--- src/rtl/mu0_mem_arb.sv ---
// mu0_mem_arb: shares the single MU0 memory bus between the core (port 0)
// and a DMA/debug loader (port 1). One requester is granted at a time with
// round-robin priority. Each grant runs a fixed WAIT_CYCLES memory access,
// followed by a one-cycle ack carrying registered read data.
//
// Ports
//   clk, reset             system clock; asynchronous active-low reset
//   m0_* / m1_*            requester ports: req, rnw, addr, wdata in;
//                          rdata, ack out
//   mem_addr/wdata/cs/we   memory-side outputs
//   mem_rdata              memory read data, valid in the last mem_cs cycle
//   gnt                    one-hot owner (bit 0 = port 0), 00 when idle
//   busy                   high while an access or its ack is in flight
//
// state  | meaning
// IDLE   | sample requests, latch the winner and start an access
// ACCESS | mem_cs held while the wait counter runs down to 0
// DONE   | one-cycle ack to the winner, then back to IDLE
module mu0_mem_arb #(
    parameter int WAIT_CYCLES = 1,
    parameter int ADDR_W      = 12,
    parameter int DATA_W      = 16
) (
    input  logic              clk,
    input  logic              reset,
    input  logic              m0_req,
    input  logic              m0_rnw,
    input  logic [ADDR_W-1:0] m0_addr,
    input  logic [DATA_W-1:0] m0_wdata,
    output logic [DATA_W-1:0] m0_rdata,
    output logic              m0_ack,
    input  logic              m1_req,
    input  logic              m1_rnw,
    input  logic [ADDR_W-1:0] m1_addr,
    input  logic [DATA_W-1:0] m1_wdata,
    output logic [DATA_W-1:0] m1_rdata,
    output logic              m1_ack,
    output logic [ADDR_W-1:0] mem_addr,
    output logic [DATA_W-1:0] mem_wdata,
    input  logic [DATA_W-1:0] mem_rdata,
    output logic              mem_cs,
    output logic              mem_we,
    output logic [1:0]        gnt,
    output logic              busy
);

    typedef enum logic [1:0] {IDLE, ACCESS, DONE} state_t;

    localparam logic [3:0] CNT_LOAD = 4'(WAIT_CYCLES - 1);

    state_t            r_state, w_state_nxt;
    logic              r_lg, w_lg_nxt;
    logic [3:0]        r_cnt, w_cnt_nxt;
    logic              r_rnw, w_rnw_nxt;
    logic [ADDR_W-1:0] r_addr, w_addr_nxt;
    logic [DATA_W-1:0] r_wdata, w_wdata_nxt;
    logic [1:0]        r_gnt, w_gnt_nxt;
    logic              r_mem_cs, w_mem_cs_nxt;
    logic              r_mem_we, w_mem_we_nxt;
    logic              r_busy, w_busy_nxt;
    logic [DATA_W-1:0] r_m0_rdata, w_m0_rdata_nxt;
    logic [DATA_W-1:0] r_m1_rdata, w_m1_rdata_nxt;
    logic              r_m0_ack, w_m0_ack_nxt;
    logic              r_m1_ack, w_m1_ack_nxt;
    logic              w_pick1;
    logic              w_sel_rnw;

    // r_lg = 1 means port 1 was granted last, so port 0 wins a tie.
    assign w_pick1   = m1_req & (~m0_req | ~r_lg);
    assign w_sel_rnw = w_pick1 ? m1_rnw : m0_rnw;

    always_ff @(posedge clk or negedge reset) begin
        if (!reset) begin
            r_state    <= IDLE;
            r_lg       <= 1'b1;
            r_cnt      <= '0;
            r_rnw      <= 1'b0;
            r_addr     <= '0;
            r_wdata    <= '0;
            r_gnt      <= 2'b00;
            r_mem_cs   <= 1'b0;
            r_mem_we   <= 1'b0;
            r_busy     <= 1'b0;
            r_m0_rdata <= '0;
            r_m1_rdata <= '0;
            r_m0_ack   <= 1'b0;
            r_m1_ack   <= 1'b0;
        end else begin
            r_state    <= w_state_nxt;
            r_lg       <= w_lg_nxt;
            r_cnt      <= w_cnt_nxt;
            r_rnw      <= w_rnw_nxt;
            r_addr     <= w_addr_nxt;
            r_wdata    <= w_wdata_nxt;
            r_gnt      <= w_gnt_nxt;
            r_mem_cs   <= w_mem_cs_nxt;
            r_mem_we   <= w_mem_we_nxt;
            r_busy     <= w_busy_nxt;
            r_m0_rdata <= w_m0_rdata_nxt;
            r_m1_rdata <= w_m1_rdata_nxt;
            r_m0_ack   <= w_m0_ack_nxt;
            r_m1_ack   <= w_m1_ack_nxt;
        end
    end

    // Every output is a register; this block computes their next values so
    // that mem_cs/gnt/busy rise on the same edge that samples the request.
    always_comb begin
        w_state_nxt    = r_state;
        w_lg_nxt       = r_lg;
        w_cnt_nxt      = r_cnt;
        w_rnw_nxt      = r_rnw;
        w_addr_nxt     = r_addr;
        w_wdata_nxt    = r_wdata;
        w_gnt_nxt      = r_gnt;
        w_mem_cs_nxt   = r_mem_cs;
        w_mem_we_nxt   = r_mem_we;
        w_busy_nxt     = r_busy;
        w_m0_rdata_nxt = r_m0_rdata;
        w_m1_rdata_nxt = r_m1_rdata;
        w_m0_ack_nxt   = 1'b0;
        w_m1_ack_nxt   = 1'b0;

        case (r_state)
            IDLE: begin
                if (m0_req || m1_req) begin
                    w_state_nxt  = ACCESS;
                    w_lg_nxt     = w_pick1;
                    w_cnt_nxt    = CNT_LOAD;
                    w_rnw_nxt    = w_sel_rnw;
                    w_addr_nxt   = w_pick1 ? m1_addr : m0_addr;
                    w_wdata_nxt  = w_pick1 ? m1_wdata : m0_wdata;
                    w_gnt_nxt    = w_pick1 ? 2'b10 : 2'b01;
                    w_mem_cs_nxt = 1'b1;
                    w_mem_we_nxt = ~w_sel_rnw;
                    w_busy_nxt   = 1'b1;
                end
            end
            ACCESS: begin
                if (r_cnt == 4'd0) begin
                    w_state_nxt  = DONE;
                    w_mem_cs_nxt = 1'b0;
                    w_mem_we_nxt = 1'b0;
                    if (r_rnw && r_gnt[0]) w_m0_rdata_nxt = mem_rdata;
                    if (r_rnw && r_gnt[1]) w_m1_rdata_nxt = mem_rdata;
                    w_m0_ack_nxt = r_gnt[0];
                    w_m1_ack_nxt = r_gnt[1];
                end else begin
                    w_cnt_nxt = r_cnt - 4'd1;
                end
            end
            DONE: begin
                w_state_nxt = IDLE;
                w_gnt_nxt   = 2'b00;
                w_busy_nxt  = 1'b0;
            end
            default: begin
                w_state_nxt = IDLE;
            end
        endcase
    end

    assign m0_rdata  = r_m0_rdata;
    assign m0_ack    = r_m0_ack;
    assign m1_rdata  = r_m1_rdata;
    assign m1_ack    = r_m1_ack;
    assign mem_addr  = r_addr;
    assign mem_wdata = r_wdata;
    assign mem_cs    = r_mem_cs;
    assign mem_we    = r_mem_we;
    assign gnt       = r_gnt;
    assign busy      = r_busy;

endmodule

--- config.mk ---
export PLATFORM = sky130hd
export DESIGN_NAME = mu0_mem_arb
export DESIGN_NICKNAME = d
export VERILOG_FILES = /design/src/rtl/mu0_mem_arb.sv
export SDC_FILE = /design/constraint.sdc
export NUM_CORES = 1
export LEC_CHECK = 0
export CAP_MARGIN = 5
export CORE_MARGIN = 2
export CORE_UTILIZATION = 35
export CTS_CLUSTER_SIZE = 24
export DETAILED_ROUTE_END_ITERATION = 6
export HOLD_SLACK_MARGIN = 0.06
export PLACE_DENSITY = 0.69
export SETUP_SLACK_MARGIN = 0.05
export SLEW_MARGIN = 20
export SYNTH_ARGS = -nofsm -noshare
export SYNTH_HDL_FRONTEND = slang
export SYNTH_SLANG_ARGS = --single-unit
export TNS_END_PERCENT = 100
--- constraint.sdc ---
create_clock -name clk -period 2.6 [get_ports clk]
set_clock_uncertainty 0.1 [all_clocks]
set_input_delay 0.78 -clock clk [delete_from_list [all_inputs] [get_ports clk]]
set_output_delay 0.78 -clock clk [all_outputs]
set_load 0.02 [all_outputs]
Yosys cells after proc, flatten, opt, wreduce, memory -nomap -nowiden
Index checks and enable logic that the tools add are counted.

storage, ports and cells
  memories kept = 0
  logic and storage cells = 61
  output and inout bits = 67
  memory bits (writable) = 0
  bits in read-only memories = 0
  input port bits = 78
  latch bits = 0
  register bits after elaboration = 75

cells by class
  div/mod/pow operators = 0
  reductions and logical operators = 14
  bitwise gates (word level) = 5
  order comparisons = 0
  $add $sub $neg = 1
  multiplexer cells = 22
  shifts and indexed selects = 0
  equality and inequality tests = 5
  multipliers = 0

operator list
  operator               number
  $mux W16               1
  $mux W12               1
  $reduce_and A3 Y1      4
  $mux W1                8
  $mux W2                4
  $mux W4                2
  $pmux W2 S2            2
  $pmux W4 S2            1
  $ne A2 B2 Y1 const B   3
  $pmux W1 S2            3
  $reduce_and A2 Y1      3
  $logic_not A4 Y1       1
  $reduce_bool A2 Y1     2
  $sub A4 B1 Y4 const B  1
  $not A1 Y1             3
  $eq A2 B1 Y1 const B   1
  $eq A2 B2 Y1 const B   1
  $logic_and A1 B1 Y1    2
  $logic_not A2 Y1       1
  $and A1 B1 Y1          1
  $logic_or A1 B1 Y1     1
  $or A1 B1 Y1           1

Depth between registers and ports, before layout
Gate-level depths: netlist (run 1).

  depth in word-level cells = 7
  depth in mapped cells = 7
  mapped depth without buffers = 5

Least setup slack after synthesis (run 1)
Ideal clock, no wire load.

  path kind = reg-to-reg
  start point = register r_cnt[0]
  end point = register r_m0_rdata[10] (netlist: m0_rdata[10])
  data arrival time = 1578 ps
  path buffers = 2
  slack = 797 ps
  cell stages (with the launch flop) = 8
  required time = 2375 ps
  period minus slack after synthesis = 1803 ps
  library setup time = 125 ps
  path through = dfrtp_1 > inv_1 > ha_1 > nor2b_1 > and4_1 > buf_6 > buf_12 > mux2_4

on the way
  word-level cells in the longest chain between the ends = 2

RTL lines
  what                         line  RTL
  start: declaration           53    logic [3:0] r_cnt, w_cnt_nxt;
  start signal: assignment     91    r_cnt <= w_cnt_nxt;
  $logic_not A4 Y1             140   if (r_cnt == 4'd0) begin
  $reduce_and A3 Y1 (no line)  n/a
  end signal: assignment       99    r_m0_rdata <= w_m0_rdata_nxt;
  end: declaration             61    logic [DATA_W-1:0] r_m0_rdata, w_m0_rdata_nxt;

No other way between the ends.
A chain may end at the register's enable or synchronous reset.

Worst setup path after layout (run 1)
  start point = register r_gnt[1] (netlist: gnt[1])
  end point = output port gnt[1]

RTL lines
  what                      line  RTL
  start: declaration        57    logic [1:0] r_gnt, w_gnt_nxt;
  start signal: assignment  95    r_gnt <= w_gnt_nxt;
  end: declaration          43    output logic [1:0] gnt,

No word-level cell between the ends.

==> flow_summary.ini, run 1 <==
[run_status]
status = completed

[setup_path]
slowest_stage = clkdlybuf4s50_1
cp.required_ns = 1.72
crit_cells = 1
crit_fanout = 4
worstPathArrival_ns = 1.40
cp_top_family = buffers and inverters
startpoint_type = flop
path_cells = clkdlybuf4s50_1
critPathKind = reg2out
end_kind = primary output
rr_worst_depth = 6
worst-path-buf-inv = 1
max_stage_delay_ns = 0.63

[finish]
fin_area_mm2 = 0.00510
insertedDiodeCount = 0
fin_util = 0.558
nets = 462
synthToLayoutAreaGrowth_pct = 56.4
drive_gt1_frac = 0.176

[placement]
dp_hpwl_um = 6000
place_area_mm2 = 0.00483
gp_congestion = 0.786
place_ws_ns = 0.170
port_buffers = 144

[detailed_routing]
drc = 0
dr_total_vias = 2547
wl_per_cell_um = 16.7
routed_wl_um = 8300
drtPass1Iterations = 4
viasPerCell = 5.11
ant_nets = 0
drt_iter0_markers = 124

[timing]
fmax_mhz = 439
fin_crit_sh = 0.876
setup_tns_ns = 0
rsz0062_at_grt = false
slew_headroom = 0.686
holdWs_ns = 0.286
slew_viol_final = 0
period_minus_slack_ns = 2.28
hold_viol = 0
worst_pin_slew_ns = 0.468
setup_ws_ns = 0.322
setup-violations-final = 0

[power_and_ir_drop]
switchingPower_uw = 2230
power_frac_clock = 0.187
ir_drop_v = 0.000454
pwr-share-comb = 0.491
p_int_uw = 4210
cellPowerDensity_mw_per_mm2 = 1260
swShare = 0.346
p_leak_uw = 0.00227
pwr-share-seq = 0.322

[synth]
synth.distinct_cells = 44
synthTopCellsByArea = dfrtp_1 (57%), mux2_4 (9.2%), a221o_1 (8.6%)
synth-async-reset-ratio = 1.00
synth_edf_count = 0
synth_top_area_share = 0.567
synth_top_cell_by_area = dfrtp_1
ys_seq_area_frac = 0.575
synth_common_cells = dfrtp_1 (74), and3_1 (29), a221o_1 (28)
avgSynthCellArea_um2 = 13.9
synth_most_common_cell = dfrtp_1
ys_ff_latch = 75
synth_fp_nets = 315
synth_ff_type = dfrtp_1
syn_inst = 235
syn_area_mm2 = 0.00326
yosysWarnings = 0

[hold_path]
hp-class = in2async

[die]
dieArea_mm2 = 0.0101
core-area_mm2 = 0.00915
die_h_um = 101
start_util = 0.357
rows = 35
pin_count = 145
die_w_um = 101

[global_route]
grt_pass1_wl_um = 12900
grt_usage = 0.164
grt_max_degree = 41
grt_overflow = 0
antenna_found_initial = 0
grt_pass1_vias = 2595

[clock_network]
htreeDepth = 3
cts_tree = yes
cts-root-buf = clkbuf_8
clk_pin_slew_ns = 0.08
cts_hold_buf = 0
clock_latency_ns = 0.34
cts_setup_buffers = 0
clock_path_buffers = 2
cts_sinks = 75
cts_resized = 0
cts-buffers-inserted = 9

[flow_run]
cap_violations = 0
[cell families after synthesis]
logic type	after synthesis	synth area share
compound gates	47	0.126
fa+ha+maj	2	0.00766
buf+inv	21	0.0425
flops	75	0.575
mux	33	0.136
simple gates	57	0.112
[layout make-up]
type | count | area [µm²]
Fill cell | 751 | 4050
Sequential cell | 75 | 1880
Timing Repair Buffer | 154 | 1550
Multi-Input combinational cell | 139 | 1250
Tap cell | 111 | 139
Clock buffer | 10 | 138
Clock inverter | 6 | 136
Inverter | 3 | 11.3
[power groups by stage]
stage | sequential, µW | clock, µW | combinational, µW
after floorplan | 2620 | 0 | 1220
after global placement | 2070 | 0 | 3140
after detailed placement | 2080 | 0 | 3190
after CTS | 2080 | 1230 | 3190
after global routing | 2150 | 1260 | 3380
final | 2080 | 1200 | 3160
[per-layer routing]
| metal | vias up | GRT usage | share of wire |
|---|---|---|---|
| li1 | 1190 | - | - |
| met1 | 1212 | 0.205 | 0.44 |
| met2 | 125 | 0.260 | 0.45 |
| met3 | 20 | 0.0437 | 0.078 |
| met4 | 0 | 0.0875 | 0.031 |
| met5 | - | 0 | 0 |
[flip-flops by register name, summed over array words and instances (netlist names)]
name	flops
mem_addr	12
mem_cs	1
m1_rdata	16
mem_wdata	16
m0_ack	1
m1_ack	1
m0_rdata	16
r_state	2
r_rnw	1
busy	1
mem_we	1
r_lg	1
gnt	2
r_cnt	4
[layout by cell type (no fill, tap or decap), types with 2 or more instances in the layout]
master / Yosys / final
and2_1: 2 / 2
clkdlybuf4s50_1: 0 / 143
bufinv_16: 0 / 4
buf_12: 2 / 3
nand2_1: 3 / 3
a21o_1: 2 / 2
nor2_1: 6 / 6
clkbuf_8: 0 / 10
nand3_1: 2 / 2
dfrtp_1: 74 / 74
buf_4: 1 / 8
and4_1: 2 / 2
inv_1: 3 / 3
and3_1: 29 / 29
a221o_1: 28 / 28
mux2_4: 20 / 20
ha_1: 2 / 2
mux2_2: 12 / 12
nor3b_2: 2 / 2
o21ai_0: 6 / 6
[path summary, 6_finish.rpt]
path | from | endpoint | slack, ns
setup / recovery | gnt[1] | gnt[1] | 0.32
hold / removal | reset | m0_rdata[1] | 0.29
setup reg to reg | r_cnt[0] | m0_rdata[3] | 0.53
hold reg to reg | m1_rdata[1] | m1_rdata[1] | 0.41
max in group asynchronous | reset | r_lg | 1.47
min in group clk | m1_rdata[1] | m1_rdata[1] | 0.41
[through the flow]
step	total power, µW	cells
2_1_floorplan	3840	235
3_3_place_gp	5210	482
3_5_place_dp	5280	482
4_1_cts	6500	498
5_1_grt	6790	498
6_report	6440	498
Power figures use the tool's default switching activity.
==> run 2: changes to the inputs <==
--- a/config.mk
+++ b/config.mk
@@ -8,6 +8,7 @@
 export CAP_MARGIN = 5
 export CORE_MARGIN = 2
 export CORE_UTILIZATION = 35
+export CTS_BUF_LIST = sky130_fd_sc_hd__clkbuf_4 sky130_fd_sc_hd__clkbuf_8
 export CTS_CLUSTER_SIZE = 24
 export DETAILED_ROUTE_END_ITERATION = 6
 export HOLD_SLACK_MARGIN = 0.06
==> results of run 2 <==
No change in the layout: final DEF, timing and power equal those of run 1.
